--- src/rtl/iob2axi_wr_split_pkg.sv ---
// Shared definitions for the IOb-to-AXI burst splitters: boundary width,
// default AXI len width, FSM encoding and a small width helper.
package iob2axi_wr_split_pkg;

  localparam int unsigned BOUNDARY_W    = 12;
  localparam int unsigned AXI_LEN_W_DEF = 8;

  typedef enum logic [2:0] {
    StIdle,
    StCalc,
    StIssue,
    StWait,
    StDone
  } split_state_e;

  function automatic int unsigned max3(input int unsigned a, input int unsigned b,
                                       input int unsigned c);
    int unsigned m;
    m = (a > b) ? a : b;
    return (m > c) ? m : c;
  endfunction

endpackage

--- src/rtl/iob2axi_burst_calc.sv ---
// Combinational burst sizer: the largest legal burst from the current address,
// limited by words remaining, max AXI burst length and the next 4 KB boundary.
module iob2axi_burst_calc
  import iob2axi_wr_split_pkg::*;
#(
  parameter int unsigned ADDR_W     = 32,
  parameter int unsigned DATA_W     = 32,
  parameter int unsigned AXI_LEN_W  = AXI_LEN_W_DEF,
  parameter int unsigned XFER_LEN_W = 16
) (
  input  logic [ADDR_W-1:0]     addr,
  input  logic [XFER_LEN_W-1:0] remaining,
  output logic [AXI_LEN_W:0]    beats
);

  localparam int unsigned BYTES  = DATA_W / 8;
  localparam int unsigned OFFS_W = $clog2(BYTES);
  localparam int unsigned CW     = max3(XFER_LEN_W, AXI_LEN_W + 1, BOUNDARY_W + 1);

  localparam logic [CW-1:0]         MaxBeats = CW'(1) << AXI_LEN_W;
  localparam logic [BOUNDARY_W:0]   PageSize = {1'b1, {BOUNDARY_W{1'b0}}};

  logic [BOUNDARY_W:0] room_bytes;
  logic [CW-1:0]       rem_w;
  logic [CW-1:0]       room_w;
  logic [CW-1:0]       lim;
  logic                unused_bits;

  // A page-aligned address yields a full page of headroom (4096 - 0).
  assign room_bytes = PageSize - {1'b0, addr[BOUNDARY_W-1:0]};
  assign room_w     = CW'(room_bytes >> OFFS_W);
  assign rem_w      = CW'(remaining);

  always_comb begin
    lim = rem_w;
    if (MaxBeats < lim) lim = MaxBeats;
    if (room_w < lim)   lim = room_w;
  end

  assign beats = lim[AXI_LEN_W:0];

  assign unused_bits = ^{addr[ADDR_W-1:BOUNDARY_W], lim};

endmodule

--- src/rtl/iob2axi_wr_split.sv ---
// Splits one word-granular write request into AXI INCR bursts that respect the
// max burst length and 4 KB boundaries, issuing them to the write engine serially.
module iob2axi_wr_split
  import iob2axi_wr_split_pkg::*;
#(
  parameter int unsigned ADDR_W     = 32,
  parameter int unsigned DATA_W     = 32,
  parameter int unsigned AXI_LEN_W  = AXI_LEN_W_DEF,
  parameter int unsigned XFER_LEN_W = 16
) (
  input  logic                  clk_i,
  input  logic                  arst_n_i,
  input  logic                  req_valid_i,
  output logic                  req_ready_o,
  input  logic [ADDR_W-1:0]     req_addr_i,
  input  logic [XFER_LEN_W-1:0] req_len_i,
  output logic                  busy_o,
  output logic                  done_o,
  output logic                  error_o,
  output logic                  run_o,
  output logic [ADDR_W-1:0]     addr_o,
  output logic [AXI_LEN_W-1:0]  length_o,
  input  logic                  eng_ready_i,
  input  logic                  eng_error_i
);

  localparam int unsigned BYTES  = DATA_W / 8;
  localparam int unsigned OFFS_W = $clog2(BYTES);

  localparam logic [AXI_LEN_W:0] OneBeat = {{AXI_LEN_W{1'b0}}, 1'b1};

  split_state_e          state_q, state_d;
  logic [ADDR_W-1:0]     addr_q, addr_d;
  logic [XFER_LEN_W-1:0] rem_q, rem_d;
  logic [AXI_LEN_W:0]    beats_q, beats_d;
  logic                  err_q, err_d;
  logic [ADDR_W-1:0]     out_addr_q, out_addr_d;
  logic [AXI_LEN_W-1:0]  out_len_q, out_len_d;
  logic [AXI_LEN_W:0]    calc_beats;

  iob2axi_burst_calc #(
    .ADDR_W    (ADDR_W),
    .DATA_W    (DATA_W),
    .AXI_LEN_W (AXI_LEN_W),
    .XFER_LEN_W(XFER_LEN_W)
  ) u_burst_calc (
    .addr     (addr_q),
    .remaining(rem_q),
    .beats    (calc_beats)
  );

  always_comb begin
    state_d    = state_q;
    addr_d     = addr_q;
    rem_d      = rem_q;
    beats_d    = beats_q;
    err_d      = err_q;
    out_addr_d = out_addr_q;
    out_len_d  = out_len_q;
    run_o      = 1'b0;

    unique case (state_q)
      StIdle: begin
        if (req_valid_i) begin
          addr_d = req_addr_i;
          rem_d  = req_len_i;
          err_d  = 1'b0;
          if (req_addr_i[OFFS_W-1:0] != '0) begin
            err_d   = 1'b1;
            state_d = StDone;
          end else begin
            state_d = StCalc;
          end
        end
      end
      StCalc: begin
        if (rem_q == '0) begin
          state_d = StDone;
        end else begin
          // Burst address/length are registered here so they hold through the burst.
          beats_d    = calc_beats;
          out_addr_d = addr_q;
          out_len_d  = AXI_LEN_W'(calc_beats - OneBeat);
          state_d    = StIssue;
        end
      end
      StIssue: begin
        if (eng_ready_i) begin
          run_o   = 1'b1;
          state_d = StWait;
        end
      end
      StWait: begin
        if (eng_ready_i) begin
          err_d   = err_q | eng_error_i;
          addr_d  = addr_q + (ADDR_W'(beats_q) << OFFS_W);
          rem_d   = rem_q - XFER_LEN_W'(beats_q);
          state_d = eng_error_i ? StDone : StCalc;
        end
      end
      StDone: begin
        state_d = StIdle;
      end
      default: begin
        state_d = StIdle;
      end
    endcase
  end

  always_ff @(posedge clk_i or negedge arst_n_i) begin
    if (!arst_n_i) begin
      state_q    <= StIdle;
      addr_q     <= '0;
      rem_q      <= '0;
      beats_q    <= '0;
      err_q      <= 1'b0;
      out_addr_q <= '0;
      out_len_q  <= '0;
    end else begin
      state_q    <= state_d;
      addr_q     <= addr_d;
      rem_q      <= rem_d;
      beats_q    <= beats_d;
      err_q      <= err_d;
      out_addr_q <= out_addr_d;
      out_len_q  <= out_len_d;
    end
  end

  assign req_ready_o = (state_q == StIdle);
  assign busy_o      = (state_q != StIdle);
  assign done_o      = (state_q == StDone);
  assign error_o     = err_q;
  assign addr_o      = out_addr_q;
  assign length_o    = out_len_q;

endmodule

--- config.mk ---
export PLATFORM = sky130hd
export DESIGN_NAME = iob2axi_wr_split
export DESIGN_NICKNAME = d
export VERILOG_FILES = /design/src/rtl/iob2axi_wr_split_pkg.sv /design/src/rtl/iob2axi_burst_calc.sv /design/src/rtl/iob2axi_wr_split.sv
export SDC_FILE = /design/constraint.sdc
export NUM_CORES = 1
export LEC_CHECK = 0
export ABC_AREA = 1
export CORE_ASPECT_RATIO = 1.25
export CORE_UTILIZATION = 35
export CTS_BUF_LIST = sky130_fd_sc_hd__clkbuf_8
export DETAILED_ROUTE_END_ITERATION = 7
export DONT_BUFFER_PORTS = 1
export PLACE_DENSITY = 0.52
export SYNTH_ARGS = -nofsm -noshare
export SYNTH_HDL_FRONTEND = slang
export SYNTH_SLANG_ARGS = --single-unit
--- constraint.sdc ---
create_clock -name clk_i -period 3.25 [get_ports clk_i]
set_input_delay 0.4875 -clock clk_i [delete_from_list [all_inputs] [get_ports clk_i]]
set_output_delay 0.4875 -clock clk_i [all_outputs]
set_load 0.05 [all_outputs]
==> reports/qor.yml <==
status: "finished, violations left"
violations: "negative setup slack"
io_buffers: 0
drc_errors: 0
crit_path_max_incr_delay_ns: 0.40
synth_top_cell_by_area: "dfrtp_1"
worst_pin_slew_ns: 0.854
grt_first_pass_wirelength_um: 29600
cp.required_ns: 3.53
maxSlewViolCount: 0
fin_skew_ns: 0.0195
switchingPower_w: 0.00485
finalWorstSetupSlack_ns: -0.0839
h-tree-depth: 3
root_buffer: "clkbuf_8"
areaGrowthSynthToFinish_pct: 17.7
whs_ns: 0.0173
rr_startpoint: "addr_q[2]"
max_freq_mhz: 300
rsz0062_at_grt: "yes"
postSynthCellCount: 887
final_nets: 1003
post-dp-hpwl_um: 13800
core-area_um2: 18100
pwr-share-clk_pct: 9.4
r2r_slack_ns: -0.08
placementRows: 55
cts_buffer_depth: 2
synth_common_cells: "nand2_1, inv_1, o21ai_0"
synth_top_family_by_area: "simple AND/OR/NAND/NOR gates"
internal_power_w: 0.00411
maxSlewHeadroom_pct: 42.8
synth_most_common_cell: "nand2_1"
path_common_cell: "nand2_2"
synth_edf_count: 0
die_w_um: 124
yosys.area.top_type_share_pct: 39.0
grt_usage_pct: 20.3
crit_type: "flop to flop"
drt_pass1_iterations: 5
gp_congestion: 0.853
detail-route-antenna-nets: 0
yosysSeqAreaShare_pct: 39.0
dp.cells: 1125
synth_fa_ha_area_share_pct: 6.22
die_y_um: 154
yosys_warnings: 0
yosysUniqueCellTypes: 44
vias: 5882
fin_crit_ns: 3.33
p_seq_share_pct: 35.5
start_util_pct: 35.8
crit_fanout: 8
synth_simple_gate_area_share_pct: 26.6
synth_compound_area_share_pct: 16.7
synth.area.top_cells: "dfrtp_1, nand2_1, o21ai_0, inv_1, ha_1"
wirelength_um: 18800
crit_family: "simple AND/OR/NAND/NOR gates"
drt_iter0_drc: 294
syn_area_um2: 6480
timing.rr.end: "length_o[6]"
syn_avg_cell_area_um2: 7.30
netSwitchingFraction_pct: 54.1
insertion_delay_ns: 0.40
finalSetupViolations: 6
start_kind: "flop"
io_pins: 98
ir_drop_uv: 483
vias_per_cell: 5.10
grt_pass1_vias: 5720
muxShareOfSynthArea_pct: 0
grt_max_degree: 102
die_area_um2: 19100
cp-end-kind: "flop"
crit_path_start: "addr_q[2]"
antenna_found_initial: 1
cp.arrival_ns: 3.62
period_share_pct: 103
synth_seq_cells: 101
worstPathBufferInverterCount: 7
fillers: 1895
layout-drive-gt1-share_pct: 17.7
path_clk_slew_ns: 0.11
synth-xor-area-share_pct: 2.03
hp-class: "primary input to async pin"
max_cap_viol_count: 0
combPwrFrac_pct: 55.1
cts_tree: "built"
worst_path_max_delay_cell: "dfrtp_1"
power_density_nw_per_um2: 1180
r2r_cells: 29
cts_buffers: 9
wire_per_inst_um: 16.3
asyncSetResetFlopFracSynth_pct: 100
leakage_nw: 3.53
grt-ovfl-total: 0
hold_violations: 0
cts.sinks: 101
cp.depth: 29
instances_no_fill: 1153
synth_flop_cell: "dfrtp_1"
-- area by class of cell --
type | instances | area [um^2] | area share, %
Inverter | 123 | 462 | 6.06
Tap cell | 228 | 285 | 3.74
Antenna cell | 2 | 5.00 | 0.0656
Clock inverter | 6 | 73.8 | 0.968
Clock buffer | 9 | 124 | 1.62
Multi-Input combinational cell | 633 | 3690 | 48.5
Sequential cell | 101 | 2530 | 33.1
Timing Repair Buffer | 51 | 453 | 5.94
-- worst register-to-register path: cells and delay by family (launching register included) --
family	cells	cell delay, ns
buffers and inverters	7	0.67
adder cells (fa/ha/maj)	1	0.20
AO/OA/AOI/OAI	1	0.23
flip-flops	1	0.40
AND/OR/NAND/NOR	20	1.73
-- logic make-up after synthesis --
group | after synthesis
buffers and inverters | 154
flip-flops | 101
other | 1
AND/OR/NAND/NOR | 391
adder cells (fa/ha/maj) | 31
XOR/XNOR | 15
AO/OA/AOI/OAI | 194
-- sequential cells by signal (all words and copies together) (netlist names) --
name	cells
addr_q	32
addr_o	32
rem_q	16
error_o	1
beats_q	9
state_q	3
length_o	8
-- placed cells by master, fill, tap and decap left out, types with 3 or more instances in the layout --
cell type,Yosys,final
a21oi_1,32,30
a21oi_2,2,4
a31oi_1,5,5
buf_4,1,41
buf_6,2,6
clkbuf_8,0,9
clkinv_4,0,4
dfrtp_1,101,101
ha_1,29,24
ha_4,0,5
inv_1,119,113
inv_2,3,9
nand2_1,195,171
nand2_2,13,21
nand2_4,0,15
nand3_1,48,43
nand3_2,3,6
nand3b_1,3,3
nand4_1,11,11
nor2_1,79,72
nor2_2,7,9
nor2_4,3,8
nor3_1,17,15
nor3_2,3,4
o211ai_1,13,13
o21ai_0,106,99
o21ai_1,3,7
o21ai_2,1,3
o22ai_1,22,22
or2_2,5,5
xor2_1,15,15
-- timing repair --
item	in CTS	in global routing
endpoints found under the setup margin	12	22
setup buffers	5	6
pin swaps	11	37
endpoints found under the hold margin	101	0
hold buffers	1	0
gates cloned	0	0
resized for setup	20	75
-- worst max-delay path by stage --
stage               slack [ns]           to
floorplan                 0.05  length_o[6]
global placement         -0.10  length_o[6]
detailed placement       -0.16  length_o[6]
CTS                      -0.11  length_o[6]
global route             -0.36  length_o[7]
finish                   -0.08  length_o[6]
-- stage by stage --
stage / power (W) / util [%] / TNS (ns) / area (um^2) / setup slack [ns]
2_1_floorplan: 0.00622 / - / 0 / 6490 / 0.0521
4_1_cts: 0.00857 / 40.3 / -0.496 / 7290 / -0.110
3_3_place_gp: 0.00751 / 38.5 / -0.298 / 6960 / -0.100
6_report: 0.00896 / 42.1 / -0.251 / 7620 / -0.0839
3_5_place_dp: 0.00752 / 38.5 / -0.690 / 6960 / -0.160
5_1_grt: 0.00976 / 42.1 / -3.24 / 7620 / -0.358
-- routing by layer --
metal  global-route usage, %  wire [um]  up-vias
met3                    3.89        944       37
met2                    34.8       9380      133
met4                    8.38        653        0
met1                    24.5       7870     2723
li1                        -          -     2989
met5                       0          0        -
-- power by group through the flow --
| stage | combinational [W] | clock (W) | sequential (W) |
|---|---|---|---|
| floorplan | 0.00317 | 0 | 0.00305 |
| global placement | 0.00430 | 0 | 0.00321 |
| detailed placement | 0.00431 | 0 | 0.00321 |
| CTS | 0.00450 | 0.000884 | 0.00319 |
| global route | 0.00557 | 0.000918 | 0.00327 |
| finish | 0.00494 | 0.000847 | 0.00318 |
Note: power is estimated with default switching activity, not from simulation.
